$ cat src/rtl/dot_product_ctrl.sv
// rtl/dot_product_ctrl.sv - sequences operand pairs through an external multiplier and accumulates a signed dot product
module dot_product_ctrl #(
    parameter int MAX_LEN = 8,
    parameter int TIMEOUT = 16
) (
    input  logic        clk,
    input  logic        rst,
    input  logic        start,
    input  logic [3:0]  len,
    input  logic        elem_valid,
    input  logic [7:0]  elem_a,
    input  logic [7:0]  elem_b,
    output logic        elem_ready,
    output logic        mul_ready,
    output logic [7:0]  mul_data1,
    output logic [7:0]  mul_data2,
    input  logic [15:0] mul_result,
    input  logic        mul_done,
    output logic [19:0] sum,
    output logic        sum_valid,
    output logic        busy,
    output logic        err
);

    localparam logic [1:0] IDLE  = 2'd0;
    localparam logic [1:0] FETCH = 2'd1;
    localparam logic [1:0] ISSUE = 2'd2;
    localparam logic [1:0] WAIT  = 2'd3;

    localparam int TW = $clog2(TIMEOUT + 1);
    localparam logic [3:0]    MAX_LEN_4 = 4'(MAX_LEN);
    localparam logic [TW-1:0] TO_LAST   = TW'(TIMEOUT - 1);

    logic [1:0]    state;
    logic [3:0]    len_q;
    logic [3:0]    cnt;
    logic [19:0]   acc;
    logic [TW-1:0] tcnt;
    logic [19:0]   product_ext;
    logic [19:0]   acc_next;

    assign product_ext = {{4{mul_result[15]}}, mul_result};
    assign acc_next    = acc + product_ext;

    // Every output is a flop; handshake strobes are set on the edge entering the state that owns them.
    always_ff @(posedge clk or negedge rst) begin
        if (!rst) begin
            state      <= IDLE;
            len_q      <= '0;
            cnt        <= '0;
            acc        <= '0;
            tcnt       <= '0;
            sum        <= '0;
            sum_valid  <= 1'b0;
            busy       <= 1'b0;
            err        <= 1'b0;
            elem_ready <= 1'b0;
            mul_ready  <= 1'b0;
            mul_data1  <= '0;
            mul_data2  <= '0;
        end else begin
            sum_valid <= 1'b0;
            mul_ready <= 1'b0;
            case (state)
                IDLE: begin
                    if (start) begin
                        err <= 1'b0;
                        if (len == 4'd0) begin
                            sum       <= '0;
                            sum_valid <= 1'b1;
                        end else begin
                            len_q      <= (len > MAX_LEN_4) ? MAX_LEN_4 : len;
                            acc        <= '0;
                            cnt        <= '0;
                            state      <= FETCH;
                            busy       <= 1'b1;
                            elem_ready <= 1'b1;
                        end
                    end
                end
                FETCH: begin
                    if (elem_valid) begin
                        mul_data1  <= elem_a;
                        mul_data2  <= elem_b;
                        elem_ready <= 1'b0;
                        mul_ready  <= 1'b1;
                        state      <= ISSUE;
                    end
                end
                ISSUE: begin
                    tcnt  <= '0;
                    state <= WAIT;
                end
                WAIT: begin
                    // done is only trusted here: the multiplier clears it on the mul_ready pulse.
                    if (mul_done) begin
                        acc <= acc_next;
                        cnt <= cnt + 4'd1;
                        if (cnt == len_q - 4'd1) begin
                            sum       <= acc_next;
                            sum_valid <= 1'b1;
                            busy      <= 1'b0;
                            state     <= IDLE;
                        end else begin
                            elem_ready <= 1'b1;
                            state      <= FETCH;
                        end
                    end else if (tcnt == TO_LAST) begin
                        err   <= 1'b1;
                        busy  <= 1'b0;
                        state <= IDLE;
                    end else begin
                        tcnt <= tcnt + TW'(1);
                    end
                end
                default: state <= IDLE;
            endcase
        end
    end

endmodule

$ cat config.mk
export PLATFORM = sky130hd
export DESIGN_NAME = dot_product_ctrl
export DESIGN_NICKNAME = d
export VERILOG_FILES = /design/src/rtl/dot_product_ctrl.sv
export SDC_FILE = /design/constraint.sdc
export NUM_CORES = 1
export LEC_CHECK = 0
export ABC_AREA = 1
export ABC_CLOCK_PERIOD_IN_PS = 5200
export CAP_MARGIN = 20
export CORE_ASPECT_RATIO = 0.8
export CORE_UTILIZATION = 57
export CTS_CLUSTER_DIAMETER = 200
export DETAILED_ROUTE_END_ITERATION = 10
export HOLD_SLACK_MARGIN = 0.08
export PLACE_DENSITY = 0.82
export SYNTH_ARGS = -nofsm -noshare
export SYNTH_HDL_FRONTEND = slang
export SYNTH_SLANG_ARGS = --single-unit
export TNS_END_PERCENT = 5
$ cat constraint.sdc
create_clock -name clk -period 5.2 [get_ports clk]
set_input_delay 0.78 -clock clk [delete_from_list [all_inputs] [get_ports clk]]
set_output_delay 0.78 -clock clk [all_outputs]
set_load 0.01 [all_outputs]
==> out/results.tsv <==
metric	value	unit
Max-cap violations	0	
clock tree buffer depth	2	
top-area cell type share of the netlist area	42.4	%
IO Count	82	
Register Area	1900	sq um
Starting DRT DRC Count	190	
Filler Cell Count	633	
Async SR Flop Fraction	100	%
crit path DAT	2.87	ns
antenna violations before repair	0	
largest net degree at the start of global routing	77	
RSZ-0062 raised after global routing	no	
count of input and output buffers	81	
vias in the first global route	3894	
Final min period	2.67	ns
crit-path cells	ha_1 > buf_4 > inv_2 > nor2_1 > inv_1 > nand2_1 > nor2_4 > inv_1 > nand2_1 > o21ai_0	
hold depth	2	
cell area after layout	5530	sq um
Syn Inst Count	607	
register area share after synthesis	42.4	%
Post-synth EDFFs	0	
CP Class	flop to flop	
Clock Sinks	76	
count of different cell masters after synthesis	32	
CP Max Fanout	31	
slew margin rel.	37.5	%
YS warnings	0	
CP endpoint kind	flop	
Initial Util	59.8	%
Total Wirelength	10.4	mm
Tightest Hold Check Type	flop to flop	
routed vias/inst	5.19	
n_diodes	0	
core outline area	7500	sq um
Post-DRT Antenna Nets	0	
gr usage total	27.6	%
PostCTS Resize Cnt	0	
row cnt	28	
first-pass GRT wire length	17.6	mm
outcome	complete, no violations	
fin util	73.8	%
DR pass1 iterations	5	
DR vias	4143	
dpl hpwl	7.89	mm
DIE AREA	8220	sq um
area of the multi-input gates	2250	sq um
Clock transition at path regs	0.08	ns
most frequent cells in the layout	nand2_1 (247), clkdlybuf4s50_1 (80), dfrtp_1 (76)	
CP Data Required Time	5.40	ns
Power Density	492	nW/um^2
RD Place Congestion	0.877	
CTS Hold Buffers Added	0	
R2R cell count	10	
slowest stage delay, CP	0.49	ns
Max VDD drop	320	uV
setup TNS	0	ns
area leader, netlist	dfrtp_1	
most common cell after layout, fill and taps aside	nand2_1	
Clock Latency Late Sink	0.36	ns
syn avg cell area	7.38	sq um
fin. max-slew vios	0	
GRT overflow	0	
TritonCTS buffer count	9	
Die Y	81.3	um
Fin. Hold Viols	0	
FMAX	374	MHz
# DRC	0	
post-synth net total	676	
H-tree Lvls	3	
P&R area growth vs syn	23.4	%
endpoints failing setup	0	
share of cells above drive strength 1	5.34	%
Leak	2.84	nW
Root Driver	clkbuf_8	
post-CTS setup buffers	0	
Die Width	101	um
#FFs+latches synth	76	
Final #Nets	757	
placed cell area	5350	sq um
CTS tree	done	
slowest CP cell	inv_1	
Tcrit/Tclk final	51.4	%
Main synth FF type	dfrtp_1	
Setup Skew	0.0121	ns
Area contributors post-synth	dfrtp_1 (42%), nand2_1 (21%), ha_1 (7.5%)	
Slew @ Worst Pin	0.937	ns
mean routed wirelength per cell	13.1	um
register-to-register setup slack	2.53	ns
Cell Area, Synth	4480	sq um
CP startpoint kind	flop	
[cell families after synthesis]
logic type	Yosys count	synth area share, %
buffers and inverters	78	7.26
AO/OA/AOI/OAI	74	9.74
adder cells (fa/ha/maj)	28	7.98
AND/OR/NAND/NOR	347	31.8
XOR/XNOR	4	0.782
flip-flops	76	42.4
[where the power goes]
group	internal [mW]	switching [mW]	leakage, nW	total [mW]
Combinational	0.555	0.845	1.76	1.40
Sequential	0.788	0.118	1.00	0.906
Clock	0.187	0.226	0.0820	0.414
Total	1.53	1.19	2.84	2.72
[synthesized netlist by cell type, drive strengths merged (5+ instances only)]
| cell type | number |
|---|---|
| nor2 | 40 |
| clkbuf | 5 |
| inv | 65 |
| nand3 | 36 |
| o21ai | 40 |
| nand4 | 8 |
| o22ai | 5 |
| a21oi | 25 |
| nand2 | 247 |
| ha | 27 |
| nor3 | 7 |
| nand3b | 5 |
| dfrtp | 76 |
| buf | 7 |
[flip-flops by register name, indices dropped and copies added, names as in the netlist, 2 cells and up]
register / flops
sum: 20
tcnt: 5
len_q: 4
cnt: 4
state: 2
mul_data2: 8
mul_data1: 8
acc: 20
[per-layer routing]
| metal | track usage [%] | vias to the layer above | wire [um] |
|---|---|---|---|
| met3 | 9.12 | 12 | 788 |
| met5 | 0 | - | 0 |
| met4 | 5.94 | 0 | 72 |
| li1 | - | 2093 | - |
| met2 | 43.3 | 139 | 4730 |
| met1 | 37.3 | 1899 | 4830 |
[per-stage QoR]
stage / hold slack (ns) / power [mW] / setup WS [ns] / cells
3_5_place_dp: 0.460 / 2.31 / 2.23 / 782
5_1_grt: 0.502 / 2.95 / 2.30 / 798
3_3_place_gp: 0.455 / 2.27 / 2.29 / 782
2_1_floorplan: 0.446 / 1.82 / 2.87 / 607
4_1_cts: 0.481 / 2.73 / 2.56 / 798
6_report: 0.474 / 2.72 / 2.53 / 798
[path summary, 6_finish.rpt]
kind                            startpoint      endpoint
max in group asynchronous              rst  mul_data1[6]
min in group asynchronous              rst        sum[3]
worst min register to register      sum[4]        sum[4]
worst max register to register    state[0]        acc[5]
worst max-delay path              state[0]        acc[5]
worst min-delay path                sum[4]        sum[4]
[final cells by class]
type	count	area share [%]
timing repair buffer	82	14.7
multi-input combinational	453	40.8
clock buffer	11	2.56
tap	105	2.38
sequential	76	34.4
inverter	66	4.52
clock inverter	5	0.656
[critical path: cells and delay by family (launching register included)]
| kind | cells | cell delay (ns) |
|---|---|---|
| adders and majority gates | 1 | 0.21 |
| buffers and inverters | 4 | 1.04 |
| AOI/OAI and AO/OA | 1 | 0.10 |
| DFF | 1 | 0.43 |
| and+or+nand+nor | 4 | 0.72 |
(Power assumes the default switching activity.)
